[src/rtl/muldiv_pkg.sv]
// muldiv_pkg: shared constants for the iterative multiply/divide unit.
//   DEFAULT_WIDTH : default operand and HI/LO width
//   OP_*          : 3-bit operation codes (6 and 7 reserved)
//   state_e       : FSM state encoding (IDLE, RUN, FIXUP)
package muldiv_pkg;

  localparam int unsigned DEFAULT_WIDTH = 32;

  localparam logic [2:0] OP_MULT  = 3'd0;
  localparam logic [2:0] OP_MULTU = 3'd1;
  localparam logic [2:0] OP_DIV   = 3'd2;
  localparam logic [2:0] OP_DIVU  = 3'd3;
  localparam logic [2:0] OP_MTHI  = 3'd4;
  localparam logic [2:0] OP_MTLO  = 3'd5;

  typedef enum logic [1:0] {
    ST_IDLE  = 2'd0,
    ST_RUN   = 2'd1,
    ST_FIXUP = 2'd2
  } state_e;

endpackage

[src/rtl/muldiv_step.sv]
// muldiv_step: one radix-2 iteration on the {acc, qr} register pair.
//   Multiply : right-shifting shift/add; {acc,qr} becomes the 2*WIDTH product
//              after WIDTH steps (qr starts as the multiplier, m is the
//              multiplicand).
//   Divide   : left-shifting restoring divide; qr starts as the dividend and
//              collects quotient bits, acc collects the remainder (m = divisor).
// Ports:
//   is_div_i : select divide step (present only with MULDIV_DIVIDE_EN)
//   acc_i/qr_i/m_i : current iteration registers
//   acc_o/qr_o     : next iteration registers
// Macro MULDIV_DIVIDE_EN adds the divide datapath.
module muldiv_step #(
  parameter int unsigned WIDTH = 32
) (
`ifdef MULDIV_DIVIDE_EN
  input  logic             is_div_i,
`endif
  input  logic [WIDTH-1:0] acc_i,
  input  logic [WIDTH-1:0] qr_i,
  input  logic [WIDTH-1:0] m_i,
  output logic [WIDTH-1:0] acc_o,
  output logic [WIDTH-1:0] qr_o
);

  logic [WIDTH:0] sum;

  assign sum = {1'b0, acc_i} + (qr_i[0] ? {1'b0, m_i} : '0);

`ifdef MULDIV_DIVIDE_EN
  logic [WIDTH:0] rem;
  logic           ge;

  // Partial remainder after shifting in the next dividend bit; it can need
  // WIDTH+1 bits, but the difference always fits in WIDTH when ge is set.
  assign rem = {acc_i, qr_i[WIDTH-1]};
  assign ge  = (rem >= {1'b0, m_i});
`endif

  always_comb begin
    acc_o = sum[WIDTH:1];
    qr_o  = {sum[0], qr_i[WIDTH-1:1]};
`ifdef MULDIV_DIVIDE_EN
    if (is_div_i) begin
      acc_o = ge ? (rem[WIDTH-1:0] - m_i) : rem[WIDTH-1:0];
      qr_o  = {qr_i[WIDTH-2:0], ge};
    end
`endif
  end

endmodule

[src/rtl/muldiv_unit.sv]
// muldiv_unit: iterative HI/LO multiply/divide unit (radix-2, WIDTH cycles).
// Ports:
//   clock, reset (async, active-low)
//   start, op[2:0], operand_a, operand_b : request, sampled while idle
//   cancel      : flush; aborts the operation in flight, drops an idle start
//   busy        : high while an iterative operation runs (RUN/FIXUP)
//   done        : one-cycle pulse once hi/lo hold the new result
//   hi, lo      : HI/LO registers
//   div_by_zero : valid with done; last divide had a zero divisor
// Macro MULDIV_DIVIDE_EN enables DIV/DIVU; without it they act as reserved
// ops and div_by_zero is tied low.
module muldiv_unit
  import muldiv_pkg::*;
#(
  parameter int unsigned WIDTH = DEFAULT_WIDTH
) (
  input  logic             clock,
  input  logic             reset,
  input  logic             start,
  input  logic [2:0]       op,
  input  logic [WIDTH-1:0] operand_a,
  input  logic [WIDTH-1:0] operand_b,
  input  logic             cancel,
  output logic             busy,
  output logic             done,
  output logic [WIDTH-1:0] hi,
  output logic [WIDTH-1:0] lo,
  output logic             div_by_zero
);

  localparam int unsigned CW = $clog2(WIDTH);

  state_e             state_q, state_d;
  logic [CW-1:0]      cnt_q, cnt_d;
  logic [WIDTH-1:0]   acc_q, acc_d;
  logic [WIDTH-1:0]   qr_q, qr_d;
  logic [WIDTH-1:0]   m_q, m_d;
  logic               neg_res_q, neg_res_d;
  logic [WIDTH-1:0]   hi_q, hi_d;
  logic [WIDTH-1:0]   lo_q, lo_d;
  logic               done_q, done_d;

  logic [WIDTH-1:0]   step_acc, step_qr;
  logic               op_signed, long_op;
  logic               a_neg, b_neg;
  logic [WIDTH-1:0]   a_mag, b_mag;
  logic [2*WIDTH-1:0] prod_fix;

`ifdef MULDIV_DIVIDE_EN
  logic               is_div_q, is_div_d;
  logic               neg_rem_q, neg_rem_d;
  logic               bzero_q, bzero_d;
  logic               dbz_q, dbz_d;
  logic               div_op;
  logic [WIDTH-1:0]   quot_fix, rem_fix;

  assign div_op   = (op == OP_DIV) || (op == OP_DIVU);
  assign long_op  = (op == OP_MULT) || (op == OP_MULTU) || div_op;
  assign quot_fix = neg_res_q ? -qr_q : qr_q;
  assign rem_fix  = neg_rem_q ? -acc_q : acc_q;
`else
  assign long_op  = (op == OP_MULT) || (op == OP_MULTU);
`endif

  // Signed ops iterate on magnitudes; the sign is restored in FIXUP.
  assign op_signed = (op == OP_MULT) || (op == OP_DIV);
  assign a_neg     = op_signed && operand_a[WIDTH-1];
  assign b_neg     = op_signed && operand_b[WIDTH-1];
  assign a_mag     = a_neg ? -operand_a : operand_a;
  assign b_mag     = b_neg ? -operand_b : operand_b;
  assign prod_fix  = neg_res_q ? -{acc_q, qr_q} : {acc_q, qr_q};

  muldiv_step #(
    .WIDTH (WIDTH)
  ) u_step (
`ifdef MULDIV_DIVIDE_EN
    .is_div_i (is_div_q),
`endif
    .acc_i    (acc_q),
    .qr_i     (qr_q),
    .m_i      (m_q),
    .acc_o    (step_acc),
    .qr_o     (step_qr)
  );

  always_comb begin
    state_d   = state_q;
    cnt_d     = cnt_q;
    acc_d     = acc_q;
    qr_d      = qr_q;
    m_d       = m_q;
    neg_res_d = neg_res_q;
    hi_d      = hi_q;
    lo_d      = lo_q;
    done_d    = 1'b0;
`ifdef MULDIV_DIVIDE_EN
    is_div_d  = is_div_q;
    neg_rem_d = neg_rem_q;
    bzero_d   = bzero_q;
    dbz_d     = dbz_q;
`endif
    case (state_q)
      ST_IDLE: begin
        if (start && !cancel) begin
          if (long_op) begin
            state_d   = ST_RUN;
            cnt_d     = '0;
            acc_d     = '0;
            neg_res_d = a_neg ^ b_neg;
            qr_d      = b_mag;
            m_d       = a_mag;
`ifdef MULDIV_DIVIDE_EN
            is_div_d  = div_op;
            neg_rem_d = a_neg;
            bzero_d   = (operand_b == '0);
            if (div_op) begin
              qr_d = a_mag;
              m_d  = b_mag;
            end
`endif
          end else begin
            done_d = 1'b1;
            if (op == OP_MTHI) hi_d = operand_a;
            if (op == OP_MTLO) lo_d = operand_a;
`ifdef MULDIV_DIVIDE_EN
            if ((op == OP_MTHI) || (op == OP_MTLO)) dbz_d = 1'b0;
`endif
          end
        end
      end
      ST_RUN: begin
        if (cancel) begin
          state_d = ST_IDLE;
        end else begin
          acc_d = step_acc;
          qr_d  = step_qr;
          cnt_d = cnt_q + CW'(1);
          if (cnt_q == CW'(WIDTH - 1)) state_d = ST_FIXUP;
        end
      end
      ST_FIXUP: begin
        state_d = ST_IDLE;
        if (!cancel) begin
          done_d = 1'b1;
          hi_d   = prod_fix[2*WIDTH-1:WIDTH];
          lo_d   = prod_fix[WIDTH-1:0];
`ifdef MULDIV_DIVIDE_EN
          dbz_d  = 1'b0;
          if (is_div_q) begin
            // A zero divisor leaves |dividend| in acc, so the signed
            // remainder fix-up already yields operand_a; only lo needs forcing.
            hi_d  = rem_fix;
            lo_d  = bzero_q ? '1 : quot_fix;
            dbz_d = bzero_q;
          end
`endif
        end
      end
      default: state_d = ST_IDLE;
    endcase
  end

  always_ff @(posedge clock or negedge reset) begin
    if (!reset) begin
      state_q   <= ST_IDLE;
      cnt_q     <= '0;
      acc_q     <= '0;
      qr_q      <= '0;
      m_q       <= '0;
      neg_res_q <= 1'b0;
      hi_q      <= '0;
      lo_q      <= '0;
      done_q    <= 1'b0;
`ifdef MULDIV_DIVIDE_EN
      is_div_q  <= 1'b0;
      neg_rem_q <= 1'b0;
      bzero_q   <= 1'b0;
      dbz_q     <= 1'b0;
`endif
    end else begin
      state_q   <= state_d;
      cnt_q     <= cnt_d;
      acc_q     <= acc_d;
      qr_q      <= qr_d;
      m_q       <= m_d;
      neg_res_q <= neg_res_d;
      hi_q      <= hi_d;
      lo_q      <= lo_d;
      done_q    <= done_d;
`ifdef MULDIV_DIVIDE_EN
      is_div_q  <= is_div_d;
      neg_rem_q <= neg_rem_d;
      bzero_q   <= bzero_d;
      dbz_q     <= dbz_d;
`endif
    end
  end

  assign busy = (state_q != ST_IDLE);
  assign done = done_q;
  assign hi   = hi_q;
  assign lo   = lo_q;
`ifdef MULDIV_DIVIDE_EN
  assign div_by_zero = dbz_q;
`else
  assign div_by_zero = 1'b0;
`endif

endmodule
[config.mk]
export PLATFORM = sky130hd
export DESIGN_NAME = muldiv_unit
export DESIGN_NICKNAME = d
export VERILOG_FILES = /design/src/rtl/muldiv_pkg.sv /design/src/rtl/muldiv_step.sv /design/src/rtl/muldiv_unit.sv
export SDC_FILE = /design/constraint.sdc
export NUM_CORES = 1
export LEC_CHECK = 0
export BUFFER_PORTS_ARGS = -buffer_cell sky130_fd_sc_hd__buf_2
export CAP_MARGIN = 30
export CELL_PAD_IN_SITES_DETAIL_PLACEMENT = 0
export CELL_PAD_IN_SITES_GLOBAL_PLACEMENT = 1
export CORE_UTILIZATION = 25
export DETAILED_ROUTE_END_ITERATION = 8
export PLACE_DENSITY = 0.62
export SLEW_MARGIN = 20
export SYNTH_ARGS = -nofsm -noshare
export SYNTH_HDL_FRONTEND = slang
export SYNTH_SLANG_ARGS = --single-unit
[constraint.sdc]
create_clock -name clock -period 3.2 [get_ports clock]
set_input_delay 0.16 -clock clock [delete_from_list [all_inputs] [get_ports clock]]
set_output_delay 0.16 -clock clock [all_outputs]
set_load 0.02 [all_outputs]
### After elaboration in Yosys (flattened, before gate mapping)

Cells that the tools add are included.

* register bits: 169
* input port bits: 71
* output and inout bits: 67
* word-level logic and storage cells: 81

* add/sub/neg operators: 5
* equal/unequal tests: 15
* multiplexer cells: 35
* bitwise gates (word level): 1
* reductions and logical operators: 16

Operator list (number)
* two-way mux 32 bit: 17
* one-hot mux 32 bit (2 select lines): 4
* two-way mux 64 bit: 1
* negation 32 bit: 2
* negation 64 bit: 1
* adder 32 x 33 -> 33 bit: 1
* two-way mux 5 bit: 3
* inequality test 2 bit, second input constant: 7
* one-hot mux 5 bit (2 select lines): 1
* AND reduction 5 bit: 2
* two-way mux 2 bit: 4
* == test 3 bit, second input constant: 2
* AND reduction 3 bit: 2
* nonzero test 2 bit: 3
* adder 5 x 1 -> 5 bit, second input constant: 1
* == test 5 bit, second input constant: 1
* one-hot mux 2 bit (2 select lines): 1
* AND reduction 4 bit: 1
* == test 3 x 1 -> 1 bit, second input constant: 1
* == test 3 x 2 -> 1 bit, second input constant: 1
* logical AND 1 bit: 3
* logical NOT 3 bit: 1
* two-way mux 1 bit: 3
* inequality test 3 bit, second input constant: 1
* other kinds (7): 8

### Depth between registers and ports, before layout

* depth in word-level cells: 7
* gate-level depth with buffers: 12
* gate-level depth less buffers: 11

### Modules after synthesis

Synthesis repeated with hierarchy kept, for this count alone.

* cell total of the unflattened synthesis: 1445
* area, all modules: 12117.9 um2

By module, submodules not included
* muldiv_unit: instances 1, cells an instance 1092, area each 9689.3 um2, sequential area each 4229.1 um2
* muldiv_step: instances 1, cells an instance 353, area each 2428.6 um2, sequential area each 0.0 um2

### Worst setup path before layout

No wires, ideal clock.

* path kind: flip-flop to flip-flop
* start: reg qr_q[0]
* end: reg acc_q[27]
* arrival time: 2.968 ns
* slack: 0.145 ns
* cell stages (with the launch flop): 13
* path buffers: 1
* clock period less this slack: 3.055 ns
* cells stage by stage: dfrtp_1 clkbuf_1 and2_1 ha_1 inv_1 fa_1 nor2b_1 o31ai_1 a211o_1 o21ai_0 a21oi_1 or4_1 o211ai_1

* cells in the longest elaborated chain, start to end: 4

RTL lines
* from (decl): line muldiv_unit.sv:36 `logic [WIDTH-1:0] qr_q, qr_d;`
* from (signal assigned): line muldiv_unit.sv:184 `qr_q <= qr_d;`
* two-way mux 32 bit: line muldiv_step.sv:27 `assign sum = {1'b0, acc_i} + (qr_i[0] ? {1'b0, m_i} : '0);`
* adder 32 x 33 -> 33 bit: line muldiv_step.sv:27
* two-way mux 32 bit: line muldiv_unit.sv:132 `if (cancel) begin`
* one-hot mux 32 bit (2 select lines): line muldiv_unit.sv:102 `case (state_q)`
* to (signal assigned): line muldiv_unit.sv:167 `acc_q <= '0;`
* to (signal assigned): line muldiv_unit.sv:183 `acc_q <= acc_d;`
* to (decl): line muldiv_unit.sv:35 `logic [WIDTH-1:0] acc_q, acc_d;`

Every way passes these cells. The select of a mux whose other input is x is not followed.
A chain may end at the register's enable or synchronous reset.

### Worst setup path in the final report

* start: reg qr_q[0]
* end: reg acc_q[24]

Same word-level chain as after synthesis.

==> impl_metrics.ini <==
[pwr]
power.leakage_nw = 6.053
ir_worst_vdd_v = 0.0004052
p_per_area_nw_per_um2 = 690.3

[synth]
yosys-top-cells-area = dfrtp_1 (36%), nand2_1 (6.8%), o21ai_0 (6.4%), xor2_1 (5.2%), xnor2_1 (4.6%)
postSynthAreaPerCell_um2 = 8.061
ys_top_cells_by_count = nand2_1 (213), dfrtp_1 (169), o21ai_0 (151), nor2_1 (123), a21oi_1 (104)
yosysTopAreaCell = dfrtp_1
synthFlopType = dfrtp_1
synth.most_common_cell = nand2_1
netlist_instances = 1468
synth_seq_cells = 169
synth_top_area_frac = 0.3574
synthArstFlopShare = 1.000
synth_cell_types = 69
syn_nets = 1577
synth_edf_count = 0
yosys_warnings = 0
ys_seq_area_frac = 0.3574
syn-cell-area_um2 = 11830

[clocking]
clkLatencyLatePin_ns = 0.46
clk_path_buf_depth = 2
cts_tree = built
cts_sinks = 169
h-tree-depth = 4
path_clk_slew_ns = 0.08
post_cts_buffers = 0
numCtsBuffers = 17
cts-root-buf = clkbuf_16

[critical_path]
end_kind = flip-flop
start_kind = flip-flop
crit_type = reg -> reg
reg2reg_slack_ns = 0.14
arrival_ns = 3.43
crit_path_max_fanout = 13
required_ns = 3.57
r2r_cells = 10
r2r-end = acc_q[24]
r2r_start = qr_q[0]

[layout]
fin_util = 0.3052
fillCellCount = 5043
area_delta_synth_final_pct = 20.32
drive_above_1_share = 0.1622
design_area_um2 = 14240
final_nets = 1717
diodes = 0

[floorplan]
dieArea_um2 = 48210
start_util = 0.2536
coreArea_um2 = 46650
num_rows = 79
die_h_um = 219.6
die_x_um = 219.6
io_pins = 138

[place]
globalplace.congestion = 0.8932
portBuffers = 136
post-dp-hpwl_um = 35830
place_area_um2 = 13580

[grt]
grt_overflow = 0
grt_util_all_layers = 0.1943
grt_pass1_wl_um = 70300
grt_max_degree = 65
first_global_vias = 11023
antenna_found_initial = 2

[sta]
setup_tns_ns = 0
max_slew_margin = 0.3784
max_freq_ghz = 0.3273
final.min_clock_period_ns = 3.056
hold_viol = 0
clock_skew_ns = 0.01204
tightest_slew_ns = 0.9323
rsz0062_at_grt = false
final_max_slew_viol_count = 0
fin_crit_sh = 0.9549
setup_viol = 0

[status]
violations = DRC
outcome = finished with violations

[drt]
ant_nets = 0
first_pass_iters = 8
routed_wl_um = 46010
post-route-drc-count = 25
drtIter0Drc = 1034
vias_per_cell = 5.244
wire_per_inst_um = 20.65
num_vias = 11683

[min_path]
whs_endpoint = m_q[12]
hold_path_depth = 3
hp-class = in -> reg
min_from = operand_a[12]

[run]
maxCapViolations = 0
[cell families (layout without fill, tap and decap cells)]
group	after synthesis	count (layout)	share of synthesized area
and+or+nand+nor	558	558	0.2240
other	1	1	0.0003169
xor gates and xnor gates	132	132	0.09770
buffers and inverters	117	270	0.03753
AOI/OAI and AO/OA	438	438	0.2293
adders and majority gates	38	38	0.04081
muxes	15	15	0.01290
DFF	169	169	0.3574
[final cells by class]
class                   instances  area (µm²)  share of cell area
repair buffers                212        1325             0.09306
inverters                      26       97.59            0.006854
clock buffers                  21       450.4             0.03163
clock inverters                11       160.2             0.01125
multi-input cells            1182        7216              0.5068
flip-flops and latches        169        4230              0.2971
well taps                     607       759.5             0.05334
[critical path, cell delays in order, from the launching register on]
cell	delay, ns
dfrtp_1	0.45
buf_4	0.21
buf_4	0.16
and2_1	0.14
ha_1	0.36
a211oi_1	0.27
o21bai_1	0.15
a21bo_2	0.24
a32oi_1	0.19
or4b_2	0.61
o211ai_1	0.17
[per-layer routing]
metal  share of wire  vias to the layer above  wire (µm)  GRT usage
met5         0.00050                        -         23          0
met4           0.013                        4        578    0.04444
met3           0.054                       33       2505    0.02788
met2            0.42                      366      19240     0.2828
met1            0.51                     5704      23660     0.2972
li1                -                     5576          -          -
[state kept, by name, summed over array words and instances (netlist names)]
signal and cells:
cnt_q 5, hi 32, qr_q 32, m_q 32, lo 32, acc_q 32, state_q 2, neg_res_q 1
done 1
[per-stage QoR]
stage	std cells	total power, mW	hold slack [ns]	setup WS [ns]
3_5_place_dp	2194	7.536	0.1608	0.1352
6_report	2228	9.829	0.04815	0.1443
3_3_place_gp	2194	7.520	0.1631	0.1809
2_1_floorplan	1468	5.850	-0.1356	0.1450
4_1_cts	2228	9.825	0.02126	0.1281
5_1_grt	2228	10.48	0.03975	0.001418
[what timing repair did]
action,in CTS,in global routing
hold buffers,2,0
endpoints found under the hold margin,51,0
resized for setup,0,6
endpoints found under the setup margin,0,7
[cells in the final DEF, fill, tap and decap left out, types with 5 or more instances in the layout]
cell type	n
a211oi_1	10
a21o_1	9
a21oi_1	103
a221oi_1	6
a31oi_1	6
and2_1	36
and3_1	11
buf_12	5
buf_2	135
buf_4	69
clkbuf_16	17
dfrtp_1	168
ha_1	37
inv_1	26
mux2i_1	13
nand2_1	212
nand2b_1	8
nand3_1	30
nand4_1	18
nor2_1	123
nor2b_1	8
nor3_1	30
nor3b_1	5
nor4_1	15
o211ai_1	8
o21a_1	5
o21ai_0	150
o21ai_1	8
o21bai_1	6
o221ai_1	24
o22ai_1	7
o31ai_1	45
o41ai_1	10
or3_1	19
or4_1	23
xnor2_1	62
xor2_1	70
[worst max-delay path by stage]
stage | start | end | slack (ns)
2_1_floorplan | qr_q[0] | acc_q[27] | 0.14
3_3_place_gp | qr_q[0] | hi[25] | 0.18
4_1_cts | qr_q[30] | hi[20] | 0.13
5_1_grt | qr_q[0] | acc_q[24] | 0.001
3_5_place_dp | qr_q[30] | hi[25] | 0.14
6_report | qr_q[0] | acc_q[24] | 0.14
[power by group]
part | internal [mW] | switching [mW] | total (mW) | leakage [nW]
Combinational | 1.61 | 2.56 | 4.18 | 3.62
Sequential | 2.71 | 0.684 | 3.40 | 2.14
Clock | 1.27 | 0.990 | 2.26 | 0.291
Total | 5.59 | 4.24 | 9.83 | 6.05
(Power assumes the default switching activity.)
